[src/rtl/uart_tx.sv]
// uart_tx - 8N1 serial transmitter with a small transmit FIFO.
//
// Bytes are queued through a valid/ready push interface and sent LSB first,
// framed by one start bit (0) and one stop bit (1), each bit lasting
// CLKS_PER_BIT clocks. Queued bytes follow each other with no idle gap.
//
// Parameters
//   CLKS_PER_BIT : clocks per serial bit, 2..65535
//   FIFO_DEPTH   : transmit FIFO entries, power of two, 2..16
//
// Ports
//   i_clk          : clock, all logic on the rising edge
//   i_reset        : synchronous active-high reset
//   i_tx_data      : byte to enqueue
//   i_tx_valid     : i_tx_data valid this cycle
//   o_tx_ready     : FIFO can accept a byte this cycle
//   o_tx_serial    : serial line, idle high, driven from a flop
//   o_tx_busy      : transmitter not idle
//   o_tx_done      : one-cycle pulse on the last cycle of each stop bit
//   o_fifo_count   : bytes queued, not counting the byte being shifted
//
// state | meaning
// ------+----------------------------------------------------------
// IDLE  | line high, waiting for a queued byte
// START | start bit (0) on the line
// DATA  | data bit r_bit on the line, LSB first
// STOP  | stop bit (1); last cycle pulses done and may chain a frame

module uart_tx #(
  parameter int unsigned CLKS_PER_BIT = 868,
  parameter int unsigned FIFO_DEPTH   = 4
) (
  input  logic                          i_clk,
  input  logic                          i_reset,
  input  logic [7:0]                    i_tx_data,
  input  logic                          i_tx_valid,
  output logic                          o_tx_ready,
  output logic                          o_tx_serial,
  output logic                          o_tx_busy,
  output logic                          o_tx_done,
  output logic [$clog2(FIFO_DEPTH):0]   o_fifo_count
);

  localparam int AW = $clog2(FIFO_DEPTH);
  localparam int CW = AW + 1;
  localparam logic [15:0]   LP_RELOAD = 16'(CLKS_PER_BIT - 1);
  localparam logic [CW-1:0] LP_DEPTH  = CW'(FIFO_DEPTH);

  typedef enum logic [1:0] {
    ST_IDLE  = 2'd0,
    ST_START = 2'd1,
    ST_DATA  = 2'd2,
    ST_STOP  = 2'd3
  } state_t;

  state_t        r_state;
  logic [15:0]   r_cnt;
  logic [2:0]    r_bit;
  logic [7:0]    r_shift;
  logic          r_serial;
  logic [7:0]    r_mem [FIFO_DEPTH];
  logic [AW-1:0] r_wr_ptr;
  logic [AW-1:0] r_rd_ptr;
  logic [CW-1:0] r_count;

  state_t        w_state_nxt;
  logic [15:0]   w_cnt_nxt;
  logic [2:0]    w_bit_nxt;
  logic [7:0]    w_shift_nxt;
  logic          w_serial_nxt;
  logic          w_pop;
  logic          w_push;
  logic          w_done;
  logic          w_cnt_tc;
  logic          w_fifo_nempty;
  logic [7:0]    w_head;

  // Ready depends only on the registered count, never on i_tx_valid.
  assign o_tx_ready    = (r_count < LP_DEPTH);
  assign w_push        = i_tx_valid && o_tx_ready && !i_reset;
  // Registered count: a byte pushed this cycle is not visible to the pop
  // logic until the next cycle.
  assign w_fifo_nempty = (r_count != '0);
  assign w_head        = r_mem[r_rd_ptr];
  assign w_cnt_tc      = (r_cnt == 16'd0);

  // ---------------------------------------------------------------- FIFO
  always_ff @(posedge i_clk) begin
    if (w_push) begin
      r_mem[r_wr_ptr] <= i_tx_data;
    end
  end

  always_ff @(posedge i_clk) begin
    if (i_reset) begin
      r_wr_ptr <= '0;
      r_rd_ptr <= '0;
      r_count  <= '0;
    end else begin
      if (w_push) r_wr_ptr <= r_wr_ptr + AW'(1);
      if (w_pop)  r_rd_ptr <= r_rd_ptr + AW'(1);
      case ({w_push, w_pop})
        2'b10:   r_count <= r_count + CW'(1);
        2'b01:   r_count <= r_count - CW'(1);
        default: r_count <= r_count;
      endcase
    end
  end

  // ----------------------------------------------------------------- FSM
  always_ff @(posedge i_clk) begin
    if (i_reset) begin
      r_state  <= ST_IDLE;
      r_cnt    <= '0;
      r_bit    <= '0;
      r_shift  <= '0;
      r_serial <= 1'b1;
    end else begin
      r_state  <= w_state_nxt;
      r_cnt    <= w_cnt_nxt;
      r_bit    <= w_bit_nxt;
      r_shift  <= w_shift_nxt;
      r_serial <= w_serial_nxt;
    end
  end

  always_comb begin
    w_state_nxt = r_state;
    w_cnt_nxt   = r_cnt;
    w_bit_nxt   = r_bit;
    w_shift_nxt = r_shift;
    w_pop       = 1'b0;
    w_done      = 1'b0;

    case (r_state)
      ST_IDLE: begin
        if (w_fifo_nempty) begin
          w_pop       = 1'b1;
          w_shift_nxt = w_head;
          w_cnt_nxt   = LP_RELOAD;
          w_state_nxt = ST_START;
        end
      end
      ST_START: begin
        if (w_cnt_tc) begin
          w_cnt_nxt   = LP_RELOAD;
          w_bit_nxt   = 3'd0;
          w_state_nxt = ST_DATA;
        end else begin
          w_cnt_nxt = r_cnt - 16'd1;
        end
      end
      ST_DATA: begin
        if (w_cnt_tc) begin
          w_shift_nxt = {1'b0, r_shift[7:1]};
          w_cnt_nxt   = LP_RELOAD;
          w_bit_nxt   = r_bit + 3'd1;
          if (r_bit == 3'd7) w_state_nxt = ST_STOP;
        end else begin
          w_cnt_nxt = r_cnt - 16'd1;
        end
      end
      ST_STOP: begin
        if (w_cnt_tc) begin
          w_done = 1'b1;
          // Chain straight into the next frame when a byte is waiting.
          if (w_fifo_nempty) begin
            w_pop       = 1'b1;
            w_shift_nxt = w_head;
            w_cnt_nxt   = LP_RELOAD;
            w_state_nxt = ST_START;
          end else begin
            w_state_nxt = ST_IDLE;
          end
        end else begin
          w_cnt_nxt = r_cnt - 16'd1;
        end
      end
      default: begin
        w_state_nxt = ST_IDLE;
      end
    endcase
  end

  // The line level is derived from the next state so the flop shows each
  // bit in the same cycle the state register enters it.
  always_comb begin
    w_serial_nxt = 1'b1;
    case (w_state_nxt)
      ST_START: w_serial_nxt = 1'b0;
      ST_DATA:  w_serial_nxt = w_shift_nxt[0];
      default:  w_serial_nxt = 1'b1;
    endcase
  end

  assign o_tx_serial  = r_serial;
  assign o_tx_busy    = (r_state != ST_IDLE);
  assign o_tx_done    = w_done;
  assign o_fifo_count = r_count;

endmodule

[config.mk]
export PLATFORM = sky130hd
export DESIGN_NAME = uart_tx
export DESIGN_NICKNAME = d
export VERILOG_FILES = /design/src/rtl/uart_tx.sv
export SDC_FILE = /design/constraint.sdc
export NUM_CORES = 1
export LEC_CHECK = 0
export ABC_AREA = 1
export BUFFER_PORTS_ARGS = -buffer_cell sky130_fd_sc_hd__buf_4
export CORE_MARGIN = 2
export CORE_UTILIZATION = 45
export CTS_BUF_LIST = sky130_fd_sc_hd__clkbuf_8
export DETAILED_ROUTE_END_ITERATION = 7
export GPL_TIMING_DRIVEN = 0
export PLACE_DENSITY = 0.65
export SETUP_SLACK_MARGIN = 0.15
export SYNTH_ARGS = -nofsm -noshare
export SYNTH_HDL_FRONTEND = slang
export SYNTH_SLANG_ARGS = --single-unit
[constraint.sdc]
create_clock -name i_clk -period 2.4 [get_ports i_clk]
set_input_delay 0.48 -clock i_clk [delete_from_list [all_inputs] [get_ports i_clk]]
set_output_delay 0.48 -clock i_clk [all_outputs]
set_load 0.02 [all_outputs]
# Yosys cells after proc, flatten, opt, wreduce, memory -nomap -nowiden
# Memories as Yosys holds them, arrays and structs flattened. A register that Yosys moved wholly into a read port is not among the register bits.
# Cells that the tools add are included.
# word_totals
mem_bits_rw	32
inputBits	11
elab_cells	70
reg_bits	37
output_inout_bits	7
n_memories	1
# memory_table
memory	depth	word_bits	rd	rd_clocked_by_memory_dff	write_ports	line	rtl
r_mem	4	8	1	1	1	61	logic [7:0] r_mem [FIFO_DEPTH];
# classes
order_cmp	1
n_reduce_logical	13
n_addsub	6
eq_ne	11
n_mux	29
# ops
cell	count
16-bit two-way mux	3
16-bit one-hot mux with 3 select lines	1
8-bit two-way mux	3
8-bit one-hot mux with 3 select lines	1
16-bit logical NOT	1
16-bit by 1-bit subtractor with 16-bit output (second input constant)	1
2-bit two-way mux	7
3-bit one-hot mux with 2 select lines	2
2-bit == test (second input constant)	4
2-bit one-hot mux with 4 select lines	1
1-bit two-way mux	7
3-bit by 1-bit adder with 3-bit output (second input constant)	2
2-bit by 1-bit == test with 1-bit output (second input constant)	3
3-bit two-way mux	2
2-bit inequality test (second input constant)	3
3-bit AND reduction	2
2-bit nonzero test	3
3-bit nonzero test	2
2-bit by 1-bit adder with 2-bit output (second input constant)	2
1-bit one-hot mux with 2 select lines	2
3-bit == test (second input constant)	1
3-bit < comparator (second input constant)	1
3-bit by 1-bit subtractor with 3-bit output (second input constant)	1
1-bit logical AND	2
other kinds (3)	3

# Longest topological paths before layout
# Gate-level depths: netlist of the first run.
# logic_depth
ltp_word	6
ltp_mapped	15
depth_no_buf	15

# Worst setup path after synthesis of the first run
# No wires, ideal clock.
# synth_timing
path_type	register to register
from	register r_cnt[0]
to	register r_count[2], in the netlist o_fifo_count[2]
arrival_time_ns	2.218
stages_incl_launch_ff	16
slack_ns	0.054
setup_time_ns	0.128
synth_period_minus_slack_ns	2.346
path_buffers	0
required_time_ns	2.272
path_cell_list	dfxtp_1 > inv_1 > ha_1 > nand3_1 > nor2_2 > nand3_2 > nand2_4 > nand3_2 > inv_1 > ha_1 > inv_1 > fa_1 > a21oi_1 > o21ai_0 > o21ai_0 > a21oi_1
# synth_via
elab_chain_cells	5
word_cells_on_any_way	7
cone_classes	eq/ne: 2; mux: 3; reduce/logical: 2
# synth_lines
element	line	rtl
from (decl)	57	logic [15:0] r_cnt;
from (signal assigned)	120	r_cnt <= w_cnt_nxt;
16-bit logical NOT (*)	85	assign w_cnt_tc = (r_cnt == 16'd0);
1-bit two-way mux (*)	164	if (w_cnt_tc) begin
1-bit one-hot mux with 2 select lines (*)	135	case (r_state)
via w_pop	71	logic w_pop;
2-bit by 1-bit == test with 1-bit output or 2-bit == test (tied branches)	102	case ({w_push, w_pop})
3-bit one-hot mux with 2 select lines or 2-bit nonzero test (tied branches)	n/a	
to (signal assigned)	103	2'b10: r_count <= r_count + CW'(1);
to (signal assigned)	104	2'b01: r_count <= r_count - CW'(1);
to (signal assigned)	105	default: r_count <= r_count;
to (decl)	64	logic [CW-1:0] r_count;
# The timed path passes the listed nets; every way through them passes the cells marked *.
# A chain may end at the register's enable or synchronous reset.

# Final worst setup path of the first run
# layout_timing
from	register r_cnt[1]
to	register r_count[2], in the netlist o_fifo_count[2]
# The elaborated chain is that of the path after synthesis.

==> impl_metrics.tcl, run 1 <==
set metrics [dict create \
    holdWs_ps 315 \
    grt_overflow 0 \
    grt_pass1_wl_microns 13300 \
    setup_tns_ps 0 \
    synth_common_cells "nand2_1 (93), nor2_1 (60), inv_1 (46)" \
    drive_gt1_share_pct 19.7 \
    clkSinkCount 71 \
    placedInstanceArea_sq_um 3950 \
    async_flop_share_pct 0 \
    grt_pass1_vias 2812 \
    clk_latency_ps 350 \
    num_antenna_cells 0 \
    ios 18 \
    drt_wl_total_microns 7940 \
    worstMarginPinSlew_ps 797 \
    hold_viol_final 0 \
    hp-class "input port to flop" \
    drt_iter0_drc 140 \
    num_rows 32 \
    skew_ps 8.92 \
    synth_most_common_cell "nand2_1" \
    die_w_microns 94.4 \
    ys_warn_count 0 \
    io_buffers 17 \
    critPathLaunchType "flop" \
    cts_made_buffers 9 \
    drtAntennaViolNets 0 \
    die_h_microns 94.4 \
    grt_max_degree 15 \
    cts_buffer_depth 2 \
    multi_input_area_sq_um 1770 \
    arrival_ps 2430 \
    min_period_over_period_pct 91.3 \
    dr.pass1.iters 4 \
    cts_max_level 3 \
    p_leak_nw 1.77 \
    cts_tree "yes" \
    period_minus_slack_ps 2190 \
    max_cap_viol_count 0 \
    vias_per_cell 5.03 \
    seqCellArea_sq_um 1750 \
    synthDistinctLibCells 37 \
    syn_avg_cell_area_sq_um 8.09 \
    layout.nets 518 \
    synth.yosys.seq_area_share_pct 47.3 \
    syn_to_final_growth_pct 17.5 \
    crit_path_end_kind "flop" \
    coreArea_sq_um 7810 \
    p_total_mw 5.19 \
    grt_setup_unrepaired "true" \
    setup_viol 0 \
    required_ps 2640 \
    routedWlPerCell_microns 13.3 \
    syn_inst 455 \
    synth_edf_count 32 \
    cts_root_buffer "clkbuf_8" \
    dp_hpwl_microns 5540 \
    clk_pin_slew_ps 80 \
    num_vias 3014 \
    synth-main-ff-cell "dfxtp_1" \
    drcViolationCount 0 \
    crit_fanout 3 \
    synth_top_area_share_pct 26.1 \
    synthesis.nets 481 \
    finalInstanceArea_sq_um 4330 \
    synth_seq_cells 71 \
    criticalPathCategory "flop to flop" \
    fillers 721 \
    initial_utilization_pct 47.1 \
    die_area_sq_um 8920 \
    antenna_found_initial 0 \
    routabilityCongestion 0.870 \
    grt_usage_pct 19.3 \
    run_status "finished, final reports clean" \
    syn_area_sq_um 3680 \
    drv_slew 0 \
    max_freq_mhz 457 \
    ys_top_cells_by_area "edfxtp_1 (26%), dfxtp_1 (21%), nand2_1 (9.5%), nor2_1 (6.1%), o21ai_0 (5.2%)" \
    vdd_ir_drop_max_v 0.000822 \
    cts_hold_buf 0 \
    yosys.area.top_type "edfxtp_1" \
    relSlewSlack_pct 46.7 \
    powerDensity_nw_per_um2 1200 \
]
==> metrics by stage <==
stage	worst slack, ps	util, %	instances
5_1_grt	83.8	55.4	599
4_1_cts	187	54.3	594
6_report	210	55.4	599
3_5_place_dp	-119	50.5	574
2_1_floorplan	151	-	455
3_3_place_gp	-64.8	50.5	574
==> routing by layer <==
metal | routed length, microns | vias to the layer above | global-route usage (%)
met2 | 3640 | 40 | 30.1
li1 | - | 1579 | -
met1 | 3950 | 1385 | 26.6
met4 | 102 | 0 | 5.31
met3 | 255 | 10 | 4.95
met5 | 0 | - | 0
==> cells by family after synthesis <==
group | Yosys count | share of synthesized area [%]
flip-flops | 71 | 47.3
AND/OR/NAND/NOR | 205 | 25.1
XOR/XNOR | 7 | 1.67
buffers and inverters | 64 | 6.90
AO/OA/AOI/OAI | 93 | 13.8
adder cells (fa/ha/maj) | 15 | 5.30
==> flip-flops by register name (all words and copies together), names as in the netlist, named ones only <==
register	cells
o_tx_serial	1
r_wr_ptr	2
r_cnt	16
r_state	2
r_rd_ptr	2
r_bit	3
o_fifo_count	3
r_mem	32
r_shift	8
==> worst paths after layout <==
path / start / end / slack, ps / cells after the start
max reg2reg: r_cnt[1]$_SDFF_PP0_ / o_fifo_count[2]$_SDFFE_PP0P_ / 210 / 15
max: r_cnt[1]$_SDFF_PP0_ / o_fifo_count[2]$_SDFFE_PP0P_ / 210 / 15
min reg2reg: r_bit[2]$_SDFFE_PP0P_ / r_bit[2]$_SDFFE_PP0P_ / 470 / 2
min: i_reset / r_bit[1]$_SDFFE_PP0P_ / 320 / 2
==> critical path: stages (launching register included) <==
cell	delay, ps
dfxtp_2	340
inv_2	80
ha_4	160
nand3_4	80
nor2_4	120
nand3_4	100
nand2_4	100
nand3_4	80
inv_4	70
ha_4	130
inv_4	40
fa_2	380
a21oi_2	150
o21ai_2	70
o21ai_1	140
a21oi_1	50
==> cell usage in the layout, fill, tap and decap left out, types with 6 or more instances in the layout <==
cell type and instances:
a21oi_1 35, a21oi_2 6, buf_4 26, clkbuf_1 6, clkbuf_8 9, dfxtp_1 32
dfxtp_2 7, edfxtp_1 32, ha_1 11, inv_1 41, inv_2 8, nand2_1 93
nand3_1 25, nor2_1 57, nor2_2 7, o21ai_0 36, o21ai_1 11
==> repair_timing <==
action,in CTS,in global routing
pin swaps,4,8
setup endpoints to repair,2,2
buffers inserted,4,5
resized for setup,10,18
==> power breakdown <==
group	internal [mW]	switching, mW
Combinational	0.919	1.55
Sequential	1.48	0.150
Clock	0.596	0.494
==> area by class of cell <==
| type | instances | area share, % |
|---|---|---|
| Timing Repair Buffer | 26 | 4.51 |
| Multi-Input combinational cell | 320 | 40.9 |
| Clock inverter | 7 | 2.34 |
| Sequential cell | 71 | 40.5 |
| Tap cell | 102 | 2.95 |
| Buffer | 11 | 1.21 |
| Inverter | 53 | 4.77 |
| Clock buffer | 9 | 2.86 |
Note: power is estimated with default switching activity, not from simulation.
==> inputs of run 2 (changes only) <==
--- a/config.mk
+++ b/config.mk
@@ -10,9 +10,10 @@
 export CORE_MARGIN = 2
 export CORE_UTILIZATION = 45
 export CTS_BUF_LIST = sky130_fd_sc_hd__clkbuf_8
+export CTS_CLUSTER_SIZE = 12
 export DETAILED_ROUTE_END_ITERATION = 7
 export GPL_TIMING_DRIVEN = 0
-export PLACE_DENSITY = 0.65
+export PLACE_DENSITY = 0.63
 export SETUP_SLACK_MARGIN = 0.15
 export SYNTH_ARGS = -nofsm -noshare
 export SYNTH_HDL_FRONTEND = slang
==> constraint.sdc (replaced) <==
create_clock -name i_clk -period 2.6 [get_ports i_clk]
set_input_delay 0.52 -clock i_clk [delete_from_list [all_inputs] [get_ports i_clk]]
set_output_delay 0.52 -clock i_clk [all_outputs]
set_load 0.02 [all_outputs]
==> impl_metrics.tcl, run 2 (synthesized netlist as in run 1, its figures left out) <==
set metrics [dict create \
    ios 18 \
    layout_commonest_cell "nand2_1" \
    p_switching_mw 1.98 \
    die_area_sq_um 8920 \
    vdd_ir_drop_max_v 0.000474 \
    die_w_microns 94.4 \
    drtAntennaViolNets 0 \
    cts_made_buffers 9 \
    setup_slack_ps 337 \
    num_rows 32 \
    vias_per_cell 5.05 \
    initial_utilization_pct 47.1 \
    largest_reg_flops 32 \
    clkSinkCount 71 \
    max_cap_viol_count 0 \
    io_buffers 17 \
    p_comb_share_pct 47.4 \
    antenna_found_initial 0 \
    cts_tree "yes" \
    skew_ps 7.36 \
    timing.rr.start "r_cnt[0]$_SDFF_PP0_" \
    critPathLaunchType "flop" \
    reg2reg_to "o_fifo_count[2]$_SDFFE_PP0P_" \
    r2r_slack_ps 340 \
    coreArea_sq_um 7810 \
    hold_end "r_mem[0][4]$_DFFE_PP_" \
    cts_root_buffer "clkbuf_8" \
    criticalPathCategory "flop to flop" \
    p_leak_nw 1.73 \
    syn_to_final_growth_pct 14.5 \
    drt_iter0_drc 167 \
    p_int_mw 2.56 \
    min_period_over_period_pct 87.0 \
    setup_viol 0 \
    drt_wl_total_microns 8050 \
    seqPwrFrac_pct 33.2 \
    dp_slack_ps -102 \
    arrival_ps 2500 \
    grt_usage_pct 19.7 \
    cts_max_level 3 \
    routedWlPerCell_microns 13.6 \
    grt_overflow 0 \
    required_ps 2830 \
    max_freq_mhz 442 \
    grt_setup_unrepaired "false" \
    powerDensity_nw_per_um2 1080 \
    swShare_pct 43.6 \
    largestRegisters "r_mem (32), r_cnt (16), r_shift (8)" \
    die_h_microns 94.4 \
    clk_latency_ps 340 \
    grt_max_degree 14 \
    top_register "r_mem" \
    p_clk_share_pct 19.5 \
    drcViolationCount 0 \
    grt_pass1_wl_microns 13600 \
    period_minus_slack_ps 2260 \
    crit_path_end_kind "flop" \
    final_cell_mix "nand2_1 (93), nor2_1 (59), inv_1 (45)" \
    ff2ff_path_depth 15 \
    hold_viol_final 0 \
    num_antenna_cells 0 \
    dp_hpwl_microns 5770 \
    run_status "finished, final reports clean" \
    cts_buffer_depth 2 \
    relSlewSlack_pct 46.8 \
    crit_fanout 4 \
    num_vias 2996 \
    hp-class "input port to flop" \
    drv_slew 0 \
    routabilityCongestion 0.845 \
    grt_pass1_vias 2948 \
    p_total_mw 4.54 \
    min_from "i_tx_data[4]" \
    holdPathStages 1 \
    layout.nets 512 \
    worstMarginPinSlew_ps 795 \
    clk_pin_slew_ps 80 \
    drive_gt1_share_pct 15.9 \
    dr.pass1.iters 6 \
]
run 2: cell count changes in the layout (fill, tap and decap cells not counted), moves of 3 or more:
| cell | before | now |
|---|---|---|
| nor2_2 | 7 | 4 |
| dfxtp_1 | 32 | 37 |
| dfxtp_2 | 7 | 2 |
| buf_4 | 26 | 20 |
| inv_1 | 41 | 45 |
run 2: area by class of cell:
| class | count | area [sq um] |
|---|---|---|
| Buffer | 11 | 52.6 |
| Clock buffer | 9 | 124 |
| Clock inverter | 7 | 73.8 |
| Fill cell | 755 | 3590 |
| Inverter | 53 | 201 |
| Multi-Input combinational cell | 320 | 1740 |
| Sequential cell | 71 | 1740 |
| Tap cell | 102 | 128 |
| Timing Repair Buffer | 20 | 150 |
run 2: worst max path at each step:
stage	slack, ps	cells after the start	from	endpoint
CTS	150	15	r_cnt[1]$_SDFF_PP0_	o_fifo_count[2]$_SDFFE_PP0P_
global route	190	14	r_cnt[1]$_SDFF_PP0_	o_fifo_count[1]$_SDFFE_PP0P_
detailed placement	-100	15	r_cnt[0]$_SDFF_PP0_	o_fifo_count[2]$_SDFFE_PP0P_
floorplan	250	15	r_cnt[0]$_SDFF_PP0_	o_fifo_count[2]$_SDFFE_PP0P_
finish	340	15	r_cnt[0]$_SDFF_PP0_	o_fifo_count[2]$_SDFFE_PP0P_
global placement	-30	15	r_cnt[0]$_SDFF_PP0_	o_fifo_count[2]$_SDFFE_PP0P_
run 2: layer usage:
layer / share of wire [%] / global-route usage, % / vias up / wire (microns)
met5: 0 / 0 / - / 0
met4: 1.3 / 5.68 / 0 / 106
met3: 3.8 / 3.99 / 9 / 303
met2: 47 / 34.0 / 45 / 3790
met1: 48 / 25.1 / 1386 / 3850
li1: - / - / 1556 / -
run 2: power by group through the flow:
stage               Combinational (mW)  Clock (mW)  Sequential (mW)
detailed placement                2.04           0             1.52
floorplan                         1.55           0             1.51
finish                            2.15       0.884             1.51
global placement                  2.01           0             1.51
CTS                               2.09       0.903             1.50
global route                      2.43       0.955             1.53
run 2: per-stage QoR:
step | util, % | cells | cell area, sq um | setup TNS (ps) | hold slack [ps]
finish | 54.0 | 593 | 4210 | 0 | 370
detailed placement | 50.4 | 574 | 3940 | -102 | 463
global route | 54.0 | 593 | 4210 | 0 | 359
global placement | 50.4 | 574 | 3940 | -25.1 | 453
CTS | 53.4 | 592 | 4170 | 0 | 362
floorplan | - | 455 | 3680 | 0 | 433
run 2: worst max-delay path, stage by stage (launching register included):
cell and delay (ps):
dfxtp_2 340, inv_2 80, ha_4 150, nand3_2 100, nor2_4 150, nand3_4 100, nand2_4 100, nand3_4 90
inv_1 70, ha_1 140, inv_1 70, fa_2 340, a21oi_1 130, o21ai_0 110, o21ai_1 130, a21oi_1 50
run 2: what timing repair did:
item,in CTS,in global routing
setup endpoints to repair,2,2
setup buffers,2,1
endpoints found under the hold margin,0,0
hold buffers,0,0
gates resized for setup,4,12
pin swaps,3,1
